File: src/rtl/nr_div_seq_ctrl.sv
// Sequential non-restoring unsigned divider: one CAS row per cycle, N rows, then one remainder fix-up cycle.
// Optional zero-divisor shortcut enabled by defining NR_DIV_ZERO_DETECT_EN.
module nr_div_seq_ctrl #(
  parameter int N = 6
) (
  input  logic         clk,
  input  logic         rst,
  input  logic         in_valid,
  output logic         in_ready,
  input  logic [N-1:0] dividend,
  input  logic [N-1:0] divisor,
  output logic         out_valid,
  input  logic         out_ready,
  output logic [N-1:0] quotient,
  output logic [N-1:0] remainder,
  output logic         div_zero
);

  localparam int CW = (N > 1) ? $clog2(N) : 1;
  localparam logic [CW-1:0] LAST_ROW = CW'(N - 1);

  typedef enum logic [1:0] {IDLE, CALC, FIX, DONE} state_t;

  state_t        state_q, state_d;
  logic [N:0]    r_q, r_d;      // partial remainder, two's complement
  logic [N-1:0]  a_q, a_d;      // dividend in, quotient out
  logic [N:0]    d_q, d_d;
  logic [CW-1:0] cnt_q, cnt_d;
  logic          p_q, p_d;      // 1: subtract on next row
  logic [N-1:0]  quo_q, quo_d;
  logic [N-1:0]  rem_q, rem_d;

  logic [N:0] r_shift;
  logic [N:0] r_row;
  logic [N:0] r_fix;

  // CAS row: shift in the next dividend bit, then add or subtract the divisor.
  assign r_shift = {r_q[N-1:0], a_q[N-1]};
  assign r_row   = p_q ? (r_shift - d_q) : (r_shift + d_q);
  assign r_fix   = r_q[N] ? (r_q + d_q) : r_q;

  assign in_ready  = (state_q == IDLE);
  assign out_valid = (state_q == DONE);
  assign quotient  = quo_q;
  assign remainder = rem_q;

`ifdef NR_DIV_ZERO_DETECT_EN
  logic dz_q, dz_d;
  assign div_zero = dz_q;
`else
  assign div_zero = 1'b0;
`endif

  always_comb begin
    // NOTE: every variable gets a default first so no path leaves it unassigned and infers a latch.
    state_d = state_q;
    r_d     = r_q;
    a_d     = a_q;
    d_d     = d_q;
    cnt_d   = cnt_q;
    p_d     = p_q;
    quo_d   = quo_q;
    rem_d   = rem_q;
`ifdef NR_DIV_ZERO_DETECT_EN
    dz_d    = dz_q;
`endif

    case (state_q)
      IDLE: begin
        if (in_valid) begin
          a_d     = dividend;
          d_d     = {1'b0, divisor};
          r_d     = '0;
          cnt_d   = '0;
          p_d     = 1'b1;
`ifdef NR_DIV_ZERO_DETECT_EN
          dz_d    = 1'b0;
`endif
          state_d = CALC;
        end
      end

      CALC: begin
`ifdef NR_DIV_ZERO_DETECT_EN
        // A_q still holds the untouched dividend on the first CALC cycle.
        if (d_q == '0) begin
          quo_d   = '1;
          rem_d   = a_q;
          dz_d    = 1'b1;
          state_d = DONE;
        end else
`endif
        begin
          r_d   = r_row;
          a_d   = {a_q[N-2:0], ~r_row[N]};
          p_d   = ~r_row[N];
          cnt_d = cnt_q + 1'b1;
          if (cnt_q == LAST_ROW) state_d = FIX;
        end
      end

      FIX: begin
        r_d     = r_fix;
        quo_d   = a_q;
        rem_d   = r_fix[N-1:0];
        state_d = DONE;
      end

      DONE: begin
        if (out_ready) state_d = IDLE;
      end

      default: state_d = IDLE;
    endcase
  end

  // NOTE: sequential state uses non-blocking assignments so all registers update together at the edge.
  always_ff @(posedge clk or posedge rst) begin
    if (rst) begin
      state_q <= IDLE;
      r_q     <= '0;
      a_q     <= '0;
      d_q     <= '0;
      cnt_q   <= '0;
      p_q     <= 1'b0;
      quo_q   <= '0;
      rem_q   <= '0;
    end else begin
      state_q <= state_d;
      r_q     <= r_d;
      a_q     <= a_d;
      d_q     <= d_d;
      cnt_q   <= cnt_d;
      p_q     <= p_d;
      quo_q   <= quo_d;
      rem_q   <= rem_d;
    end
  end

`ifdef NR_DIV_ZERO_DETECT_EN
  always_ff @(posedge clk or posedge rst) begin
    if (rst) dz_q <= 1'b0;
    else     dz_q <= dz_d;
  end
`endif

endmodule
File: config.mk
export PLATFORM = sky130hd
export DESIGN_NAME = nr_div_seq_ctrl
export DESIGN_NICKNAME = d
export VERILOG_FILES = /design/src/rtl/nr_div_seq_ctrl.sv
export SDC_FILE = /design/constraint.sdc
export NUM_CORES = 1
export LEC_CHECK = 0
export CAP_MARGIN = 20
export CORE_ASPECT_RATIO = 0.7
export CORE_MARGIN = 3
export CORE_UTILIZATION = 50
export CTS_CLUSTER_DIAMETER = 60
export DETAILED_ROUTE_END_ITERATION = 12
export GPL_ROUTABILITY_DRIVEN = 0
export GPL_TIMING_DRIVEN = 0
export PLACE_DENSITY = 0.77
export SYNTH_ARGS = -nofsm -noshare
export SYNTH_HDL_FRONTEND = slang
export SYNTH_SLANG_ARGS = --single-unit
File: constraint.sdc
create_clock -name clk -period 2.4 [get_ports clk]
set_input_delay 0.36 -clock clk [delete_from_list [all_inputs] [get_ports clk]]
set_output_delay 0.36 -clock clk [all_outputs]
set_load 0.05 [all_outputs]
==> results of run 1 <==
kinds of logic (layout without fill, tap and decap cells):
logic type	count (synthesis)	count (layout)	synth area share (%)
flops	37	37	40.2
xor+xnor	12	12	4.57
compound gates	59	59	16.0
mux	24	24	11.3
buf+inv	26	68	4.57
other cells	1	1	0.163
fa+ha+maj	22	22	12.6
simple gates	50	50	10.5
worst max-delay path, stage by stage (launching register included):
cell,delay [ps]
dfrtp_1,390
inv_2,90
ha_4,130
nor3b_4,180
nor2_1,70
xnor2_1,140
ha_1,320
o21ai_1,70
o21bai_1,220
a21oi_2,100
xnor2_2,180
and2_4,180
o31ai_2,190
power by group through the flow:
stage / clock (mW) / sequential (mW) / combinational (mW)
2_1_floorplan: 0 / 1.42 / 1.72
3_3_place_gp: 0 / 1.15 / 2.61
3_5_place_dp: 0 / 1.16 / 2.66
4_1_cts: 0.577 / 1.13 / 2.81
5_1_grt: 0.604 / 1.19 / 3.22
6_report: 0.572 / 1.15 / 2.96
state kept, by name, summed over array words and instances, names as in the netlist:
signal and flops:
remainder 6, state_q 2, a_q 6, d_q 6, p_q 1, quotient 6
r_q 7, cnt_q 3
through the flow:
step / instance area (sq um) / hold slack, ps / cells / util [%] / TNS [ps]
after floorplan: 2300 / 466 / 231 / - / 0
after global placement: 2660 / 474 / 312 / 63.8 / -254
after detailed placement: 2660 / 471 / 312 / 63.8 / -368
after CTS: 2820 / 491 / 322 / 67.7 / -45.0
after global routing: 2880 / 509 / 325 / 69.2 / -72.8
final: 2880 / 486 / 325 / 69.2 / 0
repair_timing:
action / 4_1_cts / 5_1_grt
pin swaps: 0 / 4
hold buffers: 0 / 0
resized for setup: 6 / 13
buffers inserted: 2 / 3
endpoints found under the setup margin: 4 / 4
synthesized netlist by cell type (all sizes together) (3+ instances only):
library cell	instances	area share [%]
dfrtp	37	40
a21o	5	1.6
o21ai	22	4.8
a21oi	13	2.8
nand2b	5	1.4
inv	18	2.9
buf	3	0.76
nor3	3	0.65
mux2i	8	3.5
ha	20	11
nor2	15	2.4
nand2	17	2.8
clkbuf	5	0.87
xnor2	10	3.8
nor2b	4	1.1
mux2	16	7.8
routing by layer:
layer / up-vias / global-route usage, % / part of all wire (%)
met2: 43 / 26.2 / 42
met5: - / 0 / 0
met4: 0 / 4.09 / 0.82
met1: 872 / 29.2 / 52
met3: 5 / 6.19 / 5.0
li1: 888 / - / -
cell type report:
type / count / share of cell area [%]
buffer: 8 / 1.30
clock buffer: 7 / 3.00
clock inverter: 1 / 1.04
inverter: 18 / 2.35
multi-input combinational: 168 / 46.5
sequential: 37 / 32.2
tap: 52 / 2.26
timing repair buffer: 34 / 11.4
path summary, 6_finish.rpt:
| kind | from | to | cells past startpoint |
|---|---|---|---|
| max in group asynchronous | rst | r_q[0]$_DFFE_PP0P_ | 2 |
| min | remainder[0]$_DFFE_PP0P_ | remainder[0]$_DFFE_PP0P_ | 1 |
| min reg2reg | remainder[0]$_DFFE_PP0P_ | remainder[0]$_DFFE_PP0P_ | 1 |
| max | d_q[1]$_DFFE_PP0P_ | a_q[0]$_DFFE_PP0P_ | 12 |
| min in group asynchronous | rst | quotient[2]$_DFFE_PP0P_ | 2 |
| max reg2reg | d_q[1]$_DFFE_PP0P_ | a_q[0]$_DFFE_PP0P_ | 12 |
==> out/metrics.csv, run 1 <==
stage;metric;value;unit
power_and_ir_drop;max-vdd-ir-drop;0.928;mV
power_and_ir_drop;p_sw_share;46.2;%
synthesis;ys_async_sr_fraction;100;%
timing;drv_slew;0;
synthesis;synth_cells;231;
die;die_w;87.1;microns
power_and_ir_drop;power.total;4.68;mW
detailed_routing;drt-initial-drc-count;136;
power_and_ir_drop;p_comb_share;63.2;%
timing;fin_crit;2350;ps
finish;mostFrequentLayoutCell;dfrtp_1;
timing;fmax;426;MHz
power_and_ir_drop;cellLeakagePower;1.29;nW
die;dieArea;5460;sq um
timing;hold_viol_final;0;
die;num_rows;19;
critical_path;cp-start-kind;flip-flop;
power_and_ir_drop;power_frac_seq;24.6;%
synthesis;synth-edff-count;0;
grt;gr-total-overflow;0;
finish;antenna_cells;0;
timing;slew_headroom;49.0;%
finish;multi_input_area;1340;sq um
placed_design;post-place-ws;-183;ps
clocking;clock_latency;300;ps
clocking;cts_max_level;2;
critical_path;crit_path_end_kind;flip-flop;
critical_path;crit_type;reg2reg;
die;die_h;62.8;microns
critical_path;worstPathMaxFanout;3;
placed_design;dpl.hpwl;3680;microns
detailed_routing;ant_nets;0;
timing;finalSetupViolations;0;
finish;drive_gt1_share;17.9;%
grt;grt_max_degree;38;
power_and_ir_drop;internal_power;2.52;mW
critical_path;cp.arrival;2560;ps
timing;period_share;97.9;%
detailed_routing;wl_per_cell;15.8;microns
grt;grt_usage;19.2;%
finish;seqCellArea;927;sq um
synthesis;synth_nets;269;
synthesis;synthFlopType;dfrtp_1;
timing;fin_ws;50.9;ps
clocking;cts_tree;yes;
clocking;clockBufferDepth;2;
outcome;status;finished, final reports clean;
detailed_routing;wirelength;5150;microns
grt;grt_pass1_vias;1675;
detailed_routing;post-route-drc-count;0;
synthesis;synthesis.area;2300;sq um
synthesis;syn_area_per_cell;9.96;sq um
critical_path;cp_data_required_time;2610;ps
finish;final_cell_mix;dfrtp_1, clkdlybuf4s50_1, o21ai_0, ha_1, nand2_1;
synthesis;ys_ff_latch;37;
flow_run;cap_violations;0;
power_and_ir_drop;p_clk_share;12.2;%
power_and_ir_drop;powerDensity;1630;nW/um^2
clocking;cts_sinks;37;
critical_path;reg2reg_setup_slack;50;ps
detailed_routing;vias_per_cell;5.56;
synthesis;synth_cell_types;41;
worst_hold_path;hold_path.class;reg2reg;
power_and_ir_drop;power.switching;2.16;mW
die;num_io_pins;31;
die;start_util;55.3;%
placed_design;port_buffers;29;
timing;clock-skew-final;4.74;ps
finish;num-fill-cells;316;
detailed_routing;firstDrtPassIters;4;
clocking;cts-root-buf;clkbuf_8;
clocking;cts_buffers;5;
grt;antenna_found_initial;0;
clocking;clk_pin_slew;80;ps
finish;area_delta_synth_final;25.1;%
detailed_routing;vias;1808;
grt;grt_pass1_wl;8180;microns
die;design.core.area;4160;sq um
synthesis;ys_seq_area_share;40.2;%
timing;tightest_slew;764;ps
finish;fin_nets;310;
timing;rsz0062_at_grt;yes;
synthesis;yosys_warnings;0;
Power figures use the tool's default switching activity.
==> run 2, diff against run 1 <==
--- a/config.mk
+++ b/config.mk
@@ -5,7 +5,6 @@
 export SDC_FILE = /design/constraint.sdc
 export NUM_CORES = 1
 export LEC_CHECK = 0
-export CAP_MARGIN = 20
 export CORE_ASPECT_RATIO = 0.7
 export CORE_MARGIN = 3
 export CORE_UTILIZATION = 50
==> results of run 2 <==
No change in the layout: final DEF, timing and power equal those of run 1.
